--- config.mk ---
export PLATFORM = sky130hd
export DESIGN_NAME = game_sequencer
export DESIGN_NICKNAME = d
export VERILOG_FILES = /design/src/rtl/game_pkg.sv /design/src/rtl/sat_score_counter.sv /design/src/rtl/game_sequencer.sv
export SDC_FILE = /design/constraint.sdc
export NUM_CORES = 1
export LEC_CHECK = 0
export ABC_AREA = 1
export ABC_CLOCK_PERIOD_IN_PS = 2600
export CAP_MARGIN = 20
export CORE_AREA = 2 2 86 88
export CTS_BUF_LIST = sky130_fd_sc_hd__clkbuf_16
export CTS_CLUSTER_SIZE = 10
export DETAILED_ROUTE_END_ITERATION = 12
export DIE_AREA = 0 0 88 90
export GPL_ROUTABILITY_DRIVEN = 0
export RECOVER_POWER = 25
export SYNTH_ARGS = -nofsm -noshare
export SYNTH_HDL_FRONTEND = slang
export SYNTH_SLANG_ARGS = --single-unit
--- constraint.sdc ---
create_clock -name clock_i -period 2.6 [get_ports clock_i]
set_input_delay 0.52 -clock clock_i [delete_from_list [all_inputs] [get_ports clock_i]]
set_output_delay 0.52 -clock clock_i [all_outputs]
set_load 0.1 [all_outputs]
--- src/rtl/game_pkg.sv ---
// Shared encodings for the whack-a-mole game controller: FSM states, difficulty
// modes and score sizing.
package game_pkg;

    typedef enum logic [1:0] {
        ST_IDLE      = 2'b00,
        ST_COUNTDOWN = 2'b01,
        ST_PLAYING   = 2'b10,
        ST_DONE      = 2'b11
    } state_t;

    localparam logic [1:0] MODE_NONE   = 2'b00;
    localparam logic [1:0] MODE_SLOW   = 2'b01;
    localparam logic [1:0] MODE_MEDIUM = 2'b10;
    localparam logic [1:0] MODE_FAST   = 2'b11;

    localparam int SCORE_W           = 14;
    localparam int SCORE_MAX_DEFAULT = 9999;

endpackage

--- src/rtl/sat_score_counter.sv ---
// Saturating score accumulator. The next value is exposed so the caller can
// register it into its own display register in the same cycle the score moves.
import game_pkg::*;

module sat_score_counter #(
    parameter int SCORE_MAX = SCORE_MAX_DEFAULT
) (
    input  logic               clk,
    input  logic               rst,
    input  logic               clear,
    input  logic               add,
    input  logic [1:0]         weight,
    output logic [SCORE_W-1:0] score_next
);

    logic [SCORE_W-1:0] score;

    function automatic logic [SCORE_W-1:0] sat_add(input logic [SCORE_W-1:0] base,
                                                   input logic [1:0] w);
        logic [SCORE_W:0] sum;
        sum = {1'b0, base} + {{(SCORE_W - 1){1'b0}}, w};
        if (sum > (SCORE_W + 1)'(SCORE_MAX)) begin
            return SCORE_W'(SCORE_MAX);
        end
        return sum[SCORE_W-1:0];
    endfunction

    always_comb begin
        score_next = score;
        if (clear) begin
            score_next = '0;
        end else if (add) begin
            score_next = sat_add(score, weight);
        end
    end

    always_ff @(posedge clk) begin
        if (rst) begin
            score <= '0;
        end else begin
            score <= score_next;
        end
    end

endmodule

--- src/rtl/game_sequencer.sv ---
// Whack-a-mole round controller: idle -> countdown -> timed play -> done, with a
// mode-weighted saturating score and registered SSD display value/blanking.
import game_pkg::*;

module game_sequencer #(
    parameter int COUNTDOWN_SECS = 3,
    parameter int GAME_SECS      = 30,
    parameter int SCORE_MAX      = SCORE_MAX_DEFAULT
) (
    input  logic        clock_i,
    input  logic        reset_i,
    input  logic        tick_1hz_i,
    input  logic        start_i,
    input  logic        abort_i,
    input  logic [1:0]  mode_i,
    input  logic        whacked_i,
    output logic [1:0]  state_o,
    output logic [1:0]  mode_o,
    output logic        mole_enable_o,
    output logic [6:0]  time_left_o,
    output logic [13:0] display_value_o,
    output logic        display_blank_o,
    output logic        game_over_o
);

    state_t             state, state_next;
    logic [1:0]         mode_next;
    logic [3:0]         count, count_next;
    logic [6:0]         time_next;
    logic               clear, add;
    logic [SCORE_W-1:0] score_next;
    logic [13:0]        display_next;

    sat_score_counter #(
        .SCORE_MAX (SCORE_MAX)
    ) u_score (
        .clk        (clock_i),
        .rst        (reset_i),
        .clear      (clear),
        .add        (add),
        .weight     (mode_o),
        .score_next (score_next)
    );

    always_comb begin
        state_next = state;
        mode_next  = mode_o;
        count_next = count;
        time_next  = time_left_o;
        clear      = 1'b0;
        add        = 1'b0;
        case (state)
            ST_IDLE, ST_DONE: begin
                if (start_i && mode_i != MODE_NONE) begin
                    state_next = ST_COUNTDOWN;
                    mode_next  = mode_i;
                    count_next = 4'(COUNTDOWN_SECS);
                    clear      = 1'b1;
                end
            end
            ST_COUNTDOWN: begin
                if (tick_1hz_i) begin
                    if (count == 4'd1) begin
                        state_next = ST_PLAYING;
                        time_next  = 7'(GAME_SECS);
                        count_next = '0;
                    end else begin
                        count_next = count - 4'd1;
                    end
                end
            end
            ST_PLAYING: begin
                // A whack on the final tick still counts; both take effect together.
                add = whacked_i;
                if (tick_1hz_i) begin
                    if (time_left_o == 7'd1) begin
                        state_next = ST_DONE;
                        time_next  = '0;
                    end else begin
                        time_next = time_left_o - 7'd1;
                    end
                end
            end
            default: state_next = ST_IDLE;
        endcase
        if (abort_i && state != ST_IDLE) begin
            state_next = ST_IDLE;
            mode_next  = MODE_NONE;
            count_next = '0;
            time_next  = '0;
            clear      = 1'b1;
            add        = 1'b0;
        end
        case (state_next)
            ST_IDLE:      display_next = '0;
            ST_COUNTDOWN: display_next = {10'd0, count_next};
            default:      display_next = score_next;
        endcase
    end

    always_ff @(posedge clock_i) begin
        if (reset_i) begin
            state           <= ST_IDLE;
            mode_o          <= MODE_NONE;
            count           <= '0;
            time_left_o     <= '0;
            mole_enable_o   <= 1'b0;
            display_value_o <= '0;
            display_blank_o <= 1'b1;
            game_over_o     <= 1'b0;
        end else begin
            state           <= state_next;
            mode_o          <= mode_next;
            count           <= count_next;
            time_left_o     <= time_next;
            mole_enable_o   <= (state_next == ST_PLAYING);
            display_value_o <= display_next;
            display_blank_o <= (state_next == ST_IDLE);
            game_over_o     <= (state_next == ST_DONE) && (state != ST_DONE);
        end
    end

    assign state_o = state;

endmodule

==> impl_metrics.toml, run 1 <==
[detailed_routing]
antenna_left = 0
drc = 0
drtPass1Iterations = 4
routed_via_density = 4.71
vias = 2461
initialDrtViolationCount = 167
drt_wl_total_mm = 6.37
avgRoutedWirePerCell_um = 12.2

[placed_design]
portBuffers = 35
pre_cts_slack_ns = 0.206
dpl_cell_area_sq_um = 3000
place_hpwl_mm = 4.75

[synthesis]
synth_cells = 379
syn_area_sq_um = 2570
avgSynthCellArea_sq_um = 6.78
ys_seq_area_share_pct = 35.8
synthArstFlopShare_pct = 0
ys_types = 32
synth_edf_count = 0
synth_fp_nets = 399
synth_ff_type = "dfxtp_1"
ys.warnings.count = 0
ys_seq_elements = 46

[critical_path]
reg2reg_slack_ns = 0.32
cp_cell_sequence = "ha_1 > fa_2 > nand2_2 > nor2_4 > nand2_1 > nand2_1 > nand2_1 > nand2_1 > nor2_1 > nand4_2 > buf_4 > nand3_1 > nand2_1 > nand2_1 > nor2_1"
path_buf_inv = 1
cpPeakStageDelay_ns = 0.41
worst-path-max-fanout = 13
cpMaxStageDelayCell = "fa_2"
end_kind = "flip-flop"
startpoint_type = "flip-flop"
critPathKind = "flip-flop to flip-flop"
cp.required_ns = 2.78
crit_family = "simple AND/OR/NAND/NOR gates"
crit_top_cell = "nand2_1"
crit_arrival_ns = 2.46

[cts]
cts.htree.levels = 2
clk_latency_ns = 0.29
cts_made_buffers = 5
cts.path.max_buffers = 2
clk_pin_slew_worst_paths_ns = 0.07
cts_tree = "yes"
clockRootBuffer = "clkbuf_16"
clock-sinks = 46
postCtsSetupRepairBufs = 0

[sta]
tns_ns = 0
slew_headroom_pct = 21.8
period_share_pct = 87.6
layout_min_cycle_time_ns = 2.28
fmax_ghz = 0.439
slew_viol_final = 0
skew_ns = 0.00777
rsz0062_at_grt = "no"
hold_violations = 0
setup_viol = 0
worst_pin_slew_ns = 1.18
fin_ws_ns = 0.321
timing.hold.ws_ns = 0.493

[pwr]
switching_share_pct = 50.6
clockPowerShare_pct = 20.0
comb_power_share_pct = 53.7
leakage_nw = 1.36
seq_power_share_pct = 26.3
intPower_mw = 1.79
powerDensity_nw_per_um2 = 1160
switching_power_mw = 1.83
vdd_drop_max_uv = 681

[floorplan]
die_x_um = 88
ios = 36
core_area_sq_um = 7020
rows = 31
dieArea_sq_um = 7920
start_util_pct = 36.6
dieHeight_um = 90

[global_routing]
top_usage_layer = "met2"
met1_usage_pct = 24.8
first_global_vias = 2270
met3_usage_pct = 3.86
antenna_found_initial = 0
grt_pass1_wl_mm = 10.7
overflow = 0
gr-usage-all-layers_pct = 17.0
grt_max_degree = 20
use_met2_pct = 24.9

[final_layout]
nNetsFinal = 443
area_growth_syn_to_layout_pct = 21.0
diodes = 0
fin_area_sq_um = 3110
layout-drive-gt1-share_pct = 10.8
fillers = 731
final_core_util_pct = 44.3

[run]
drv_cap = 0

[status]
status = "finished, final reports clean"

[hold_path]
hold_class = "flip-flop to flip-flop"
==> registers in the layout (all words and copies together) (netlist names) <==
| register | cells |
|---|---|
| display_blank_o | 1 |
| time_left_o | 7 |
| display_value_o | 14 |
| count | 4 |
| game_over_o | 1 |
| mole_enable_o | 1 |
| state_o | 2 |
| u_score.score | 14 |
| mode_o | 2 |
==> repair_timing <==
action,CTS,global route
resized for setup,0,3
hold buffers,0,0
setup endpoints to repair,0,15
==> routing by layer <==
layer / wire [um] / up-vias
met5: 0 / -
met1: 3180 / 1078
met3: 385 / 7
li1: - / 1303
met2: 2730 / 73
met4: 80 / 0
==> logic make-up after synthesis <==
family                     share of synthesized area (%)
DFF                                                 35.8
xor gates and xnor gates                            1.70
and+or+nand+nor                                     35.5
adders and majority gates                           6.13
AOI/OAI and AO/OA                                   10.9
buffers and inverters                               9.98
==> cells in the mapped netlist (2+ instances only) <==
| cell type | number | area share (%) |
|---|---|---|
| clkinv_1 | 2 | 0.29 |
| xor2_1 | 3 | 1.0 |
| nand3_2 | 3 | 1.2 |
| nand4_1 | 9 | 2.2 |
| o31ai_1 | 2 | 0.58 |
| ha_1 | 11 | 5.4 |
| o211ai_1 | 2 | 0.58 |
| inv_1 | 52 | 7.6 |
| buf_6 | 3 | 1.3 |
| nand2_1 | 83 | 12 |
| nor2_1 | 62 | 9.1 |
| nor2_2 | 3 | 0.73 |
| a21oi_1 | 23 | 4.5 |
| xnor2_1 | 2 | 0.68 |
| nand2_2 | 2 | 0.49 |
| nor2_4 | 2 | 0.88 |
| dfxtp_1 | 46 | 36 |
| a221oi_1 | 4 | 1.4 |
| clkbuf_1 | 4 | 0.58 |
| o21ai_0 | 14 | 2.7 |
| nand3_1 | 30 | 5.8 |
| nor3_1 | 7 | 1.4 |
==> tightest hold or removal path, cell delays in order (launching register included) <==
cell     delay [ns]
dfxtp_2        0.33
nand2_1        0.06
a21oi_1        0.06
==> final cells by class <==
type | instances | area [sq um] | area share, %
Multi-Input combinational cell | 271 | 1400 | 45.1
Sequential cell | 46 | 926 | 29.8
Clock buffer | 5 | 125 | 4.02
Timing Repair Buffer | 45 | 288 | 9.25
Inverter | 54 | 203 | 6.52
Tap cell | 99 | 124 | 3.98
Clock inverter | 3 | 41.3 | 1.33
==> per-stage QoR <==
step | cells | total power [mW]
floorplan | 379 | 2.44
global placement | 515 | 2.93
detailed placement | 515 | 2.94
CTS | 523 | 3.67
global route | 523 | 3.86
finish | 523 | 3.61
==> cell usage in the layout, fill, tap and decap left out <==
cell type        count
nor2_1              62
nor2_4               2
dfxtp_1             42
nand3b_1             1
a221oi_1             4
xor2_1               3
o21ai_0             14
o31ai_1              2
o21ai_1              1
nor3_1               7
clkinvlp_4           1
buf_4               20
nand2_1             82
a21oi_1             23
o2111ai_1            1
nor2_2               3
a2bb2oi_1            1
fa_2                 1
clkbuf_16            5
xnor2_1              2
nand4_1              9
inv_1               53
clkbuf_1            18
nand3b_2             1
nand2_4              2
o211ai_1             2
nand2_2              2
ha_1                11
dfxtp_2              4
nand3_2              3
o21a_1               1
bufinv_16            1
clkinv_1             2
nand4_2              1
nand3_1             30
clkdlybuf4s50_1      7
==> final timing paths <==
kind | startpoint | end | cells after the start
worst max-delay path | mode_o[0] | display_value_o[12] | 15
worst min-delay path | mode_o[0] | mode_o[0] | 2
worst max register to register | mode_o[0] | display_value_o[12] | 15
worst min register to register | mode_o[0] | mode_o[0] | 2
==> power by group through the flow <==
stage	combinational [mW]	sequential, mW	clock (mW)
after floorplan	0.857	1.59	0
after global placement	1.96	0.967	0
after detailed placement	1.97	0.965	0
after CTS	1.98	0.950	0.739
after global routing	2.13	0.971	0.764
final	1.94	0.949	0.721
(Power assumes the default switching activity.)
==> run 2, diff against run 1 <==
- CELL_PAD_IN_SITES_DETAIL_PLACEMENT: default -> 1
- CELL_PAD_IN_SITES_GLOBAL_PLACEMENT: default -> 1
- PLACE_DENSITY_LB_ADDON: default -> 0.1
==> run 2 against run 1 <==
Wire length is 15% higher. Clock power is 9.6% lower. Core utilization is 0.43 points lower. Non-clock buffer count is 1 lower. Clock skew is 0.0014 ns higher. Cell count is 0.19% lower. Critical path depth is 2 lower. Via count is 2.8% higher. Highest routed layer unchanged.
==> impl_metrics.toml, run 2 (synthesis gave the netlist of run 1 again) <==
[status]
status = "finished, final reports clean"

[global_routing]
antenna_found_initial = 0
first_global_vias = 2460
overflow = 0
grt_pass1_wl_mm = 12.3
grt_max_degree = 20
gr-usage-all-layers_pct = 19.3

[floorplan]
start_util_pct = 36.6
dieHeight_um = 90
ios = 36
die_x_um = 88
core_area_sq_um = 7020
dieArea_sq_um = 7920
rows = 31

[cts]
clock-sinks = 46
cts.htree.levels = 2
clk_pin_slew_worst_paths_ns = 0.07
clockRootBuffer = "clkbuf_16"
clk_latency_ns = 0.29
postCtsHoldBufs = 0
cts.path.max_buffers = 2
cts_made_buffers = 5
cts_tree = "yes"
post_cts_resized = 0
postCtsSetupRepairBufs = 0

[pwr]
clockPowerShare_pct = 18.3
seq_power_share_pct = 26.8
finalPower_mw = 3.56
switching_share_pct = 52.6
switching_power_mw = 1.87
powerDensity_nw_per_um2 = 1160
comb_power_share_pct = 54.9
intPower_mw = 1.69
leakage_nw = 1.34
vdd_drop_max_uv = 608

[final_layout]
layout_common_cells = "nand2_1, nor2_1, inv_1"
top_regs = "display_value_o: 14 flops, u_score.score: 14 flops, time_left_o: 7 flops"
final_common_cell = "nand2_1"
nNetsFinal = 442
ff_latch_area_sq_um = 926
diodes = 0
multi_input_area_sq_um = 1400
layout-drive-gt1-share_pct = 10.4
area_growth_syn_to_layout_pct = 19.8
fillers = 938

[detailed_routing]
route.met2.wl_mm = 3.28
drc = 0
drtPass1Iterations = 4
highest_layer = "met4"
met1_length_mm = 3.75
initialDrtViolationCount = 107
avgRoutedWirePerCell_um = 14.0
dr_wl_met3_um = 243
routed_via_density = 4.85
drt_wl_total_mm = 7.30
antenna_left = 0
vias = 2531

[critical_path]
startpoint_type = "flip-flop"
crit_arrival_ns = 2.58
cp.required_ns = 2.79
worst-path-max-fanout = 13
end_kind = "flip-flop"
critPathKind = "flip-flop to flip-flop"

[sta]
setup_viol = 0
slew_viol_final = 0
timing.hold.ws_ns = 0.483
fmax_ghz = 0.419
slew_headroom_pct = 20.8
hold_violations = 0
period_share_pct = 91.8
worst_pin_slew_ns = 1.19
skew_ns = 0.00920
layout_min_cycle_time_ns = 2.39

[hold_path]
hold_class = "flip-flop to flip-flop"

[placed_design]
portBuffers = 35
place_hpwl_mm = 5.54

[run]
drv_cap = 0
[run 2: cell types whose count changed in the layout (fill, tap and decap cells not counted), sizes merged]
| cell | change |
|---|---|
| buf | -1 |
| clkinvlp | +1 |
| bufinv | -1 |
[run 2: routing by layer]
metal  global-route usage, %  up-vias
li1                        -     1307
met1                    29.0     1181
met5                       0        -
met2                    29.4       41
met4                    3.97        0
met3                    2.66        2
[run 2: path summary, 6_finish.rpt]
path	start	endpoint	slack [ns]	cells past startpoint
worst min register to register	mode_o[0]	mode_o[0]	0.48	2
worst min-delay path	mode_o[0]	mode_o[0]	0.48	2
worst max-delay path	mode_o[0]	display_value_o[4]	0.21	13
worst max register to register	mode_o[0]	display_value_o[4]	0.21	13
[run 2: cell type report]
| cell class | instances | area share [%] |
|---|---|---|
| Multi-Input combinational cell | 271 | 45.4 |
| Sequential cell | 46 | 30.1 |
| Clock buffer | 5 | 4.06 |
| Tap cell | 99 | 4.02 |
| Inverter | 54 | 6.58 |
| Clock inverter | 3 | 0.772 |
| Timing Repair Buffer | 44 | 9.10 |
[run 2: per-stage QoR]
step / util, % / cell area (sq um) / setup slack, ns / TNS, ns / instances
floorplan: - / 2580 / 0.206 / 0 / 379
global placement: 42.6 / 2990 / 0.180 / 0 / 514
detailed placement: 42.6 / 2990 / 0.195 / 0 / 514
CTS: 44.8 / 3140 / 0.171 / 0 / 522
global route: 43.9 / 3080 / -0.0154 / -0.0205 / 522
finish: 43.9 / 3080 / 0.214 / 0 / 522
[run 2: power groups by stage]
stage	Combinational [mW]	Clock, mW	Sequential, mW
global placement	1.99	0	0.974
floorplan	0.857	0	1.59
global route	2.17	0.702	0.975
finish	1.96	0.652	0.954
CTS	2.01	0.668	0.956
detailed placement	2.00	0	0.970
[run 2: worst max-delay path, stage by stage, from the launching register on]
cell     delay, ns
dfxtp_2       0.33
ha_1          0.23
fa_1          0.48
nand2_2       0.15
nor2_4        0.06
nand4_1       0.09
nand2_1       0.07
inv_1         0.07
nand2_1       0.05
nor2_1        0.09
nand2_1       0.10
nand2_4       0.18
nand3_1       0.13
a21oi_1       0.24
==> run 3, diff against run 2 <==
- CORE_AREA: 2 2 86 88 -> 2 2 85 87
- DIE_AREA: 0 0 88 90 -> 0 0 87 89
==> run 3 against run 2 <==
Power about the same. Wire length decreased by 0.14%. Die area decreased by 2.2%. Clock skew decreased by 0.0036 ns. Count of clock-buffer cells in the layout unchanged. First-iteration DRC count decreased by 29%. Sequential share of layout area increased by 0.21 points. Flip-flop and latch count unchanged. Design area decreased by 0.69%. Core utilization increased by 1.7 points. Register-to-register slack got worse by 0.04 ns.
==> impl_metrics.toml, run 3 (synthesis gave the netlist of run 1 again) <==
[sta]
slew_viol_final = 0
layout_min_cycle_time_ns = 2.43
slew_headroom_pct = 22.0
tns_ns = 0
fmax_ghz = 0.412
skew_ns = 0.00560
rsz0062_at_grt = "no"
setup_viol = 0
hold_violations = 0
fin_ws_ns = 0.173
timing.hold.ws_ns = 0.485
period_share_pct = 93.3
worst_pin_slew_ns = 1.18

[run]
drv_cap = 0

[critical_path]
reg2reg_slack_ns = 0.17
startpoint = "mode_o[0]"
rr_endpoint = "display_value_o[6]"
crit_top_cell = "nand2_1"
endpoint = "display_value_o[6]"
cp.required_ns = 2.78
critPathKind = "flip-flop to flip-flop"
cpMaxStageDelayCell = "fa_1"
startpoint_type = "flip-flop"
cp_cell_sequence = "ha_1 > fa_1 > nand2_2 > nor2_4 > nand2_1 > nand2_1 > nand2_1 > nand2_1 > nor2_1 > nand4_4 > buf_4 > nand3_1 > nand2_1 > nand2_1 > nor2_1"
critical_path_depth = 15
cpPeakStageDelay_ns = 0.48
rr_startpoint = "mode_o[0]"
crit_arrival_ns = 2.61
path_buf_inv = 1
worst-path-max-fanout = 6
end_kind = "flip-flop"
reg2regPathDepth = 15
crit_family = "simple AND/OR/NAND/NOR gates"

[final_layout]
multi_input_area_sq_um = 1410
top_regs = "display_value_o: 14 flops, u_score.score: 14 flops, time_left_o: 7 flops"
layout-drive-gt1-share_pct = 10.4
diodes = 0
ff_latch_area_sq_um = 926
layout_common_cells = "nand2_1, nor2_1, inv_1"
area_growth_syn_to_layout_pct = 19.0
final_core_util_pct = 45.5
fillers = 880
nNetsFinal = 442
final_common_cell = "nand2_1"

[floorplan]
dieArea_sq_um = 7740
start_util_pct = 38.3
rows = 30
ios = 36
dieHeight_um = 89
die_x_um = 87
core_area_sq_um = 6720

[placed_design]
portBuffers = 35
pre_cts_slack_ns = 0.162
place_hpwl_mm = 5.62

[status]
status = "finished, final reports clean"

[detailed_routing]
routed_via_density = 5.08
antenna_left = 0
vias = 2557
drc = 0
initialDrtViolationCount = 76
drt_wl_total_mm = 7.29
avgRoutedWirePerCell_um = 14.5
drtPass1Iterations = 4

[cts]
postCtsHoldBufs = 0
clock-sinks = 46
cts.path.max_buffers = 2
postCtsSetupRepairBufs = 0
cts_made_buffers = 5
post_cts_resized = 0
clk_latency_ns = 0.29
cts_tree = "yes"
cts.htree.levels = 2
clk_pin_slew_worst_paths_ns = 0.07
clockRootBuffer = "clkbuf_16"

[global_routing]
grt_max_degree = 20
gr-usage-all-layers_pct = 20.4
first_global_vias = 2543
grt_pass1_wl_mm = 12.4
overflow = 0
antenna_found_initial = 0

[pwr]
vdd_drop_max_uv = 669
powerDensity_nw_per_um2 = 1160
leakage_nw = 1.33

[hold_path]
hold_class = "flip-flop to flip-flop"
run 3: cell type report:
class	count	share of cell area, %
tap	80	3.27
multi-input combinational	271	45.9
inverter	54	6.63
sequential	46	30.3
timing repair buffer	44	9.16
clock inverter	3	0.654
clock buffer	5	4.09
run 3: power by group:
part | internal [mW] | switching [mW]
clock | 0.357 | 0.285
combinational | 0.483 | 1.48
sequential | 0.842 | 0.117
total | 1.68 | 1.88
run 3: layer usage:
layer / vias to the layer above / global-route usage (%) / wire (um) / share of wire (%)
li1: 1301 / - / - / -
met1: 1201 / 28.6 / 3650 / 50
met2: 47 / 32.7 / 3290 / 45
met3: 8 / 3.32 / 271 / 3.7
met4: 0 / 5.11 / 84 / 1.2
met5: - / 0 / 0 / 0
run 3: tightest hold or removal path, stage by stage (launching register included):
cell and delay (ns):
dfxtp_2 0.33, nand2_1 0.06, a21oi_1 0.05
run 3: worst min-delay path by stage:
stage               startpoint        end  slack (ns)  cells after the start
CTS                  mode_o[0]  mode_o[0]        0.49                      2
global route         mode_o[0]  mode_o[0]        0.52                      2
detailed placement   mode_o[0]  mode_o[0]        0.48                      2
global placement     mode_o[0]  mode_o[0]        0.48                      2
floorplan             count[2]   count[2]        0.48                      2
finish               mode_o[0]  mode_o[0]        0.49                      2
run 3: metrics by stage:
stage	total power, mW	cells	area [sq um]
3_5_place_dp	2.97	495	2970
6_report	3.56	503	3060
5_1_grt	3.82	503	3060
3_3_place_gp	2.96	495	2970
4_1_cts	3.63	503	3120
2_1_floorplan	2.44	379	2580
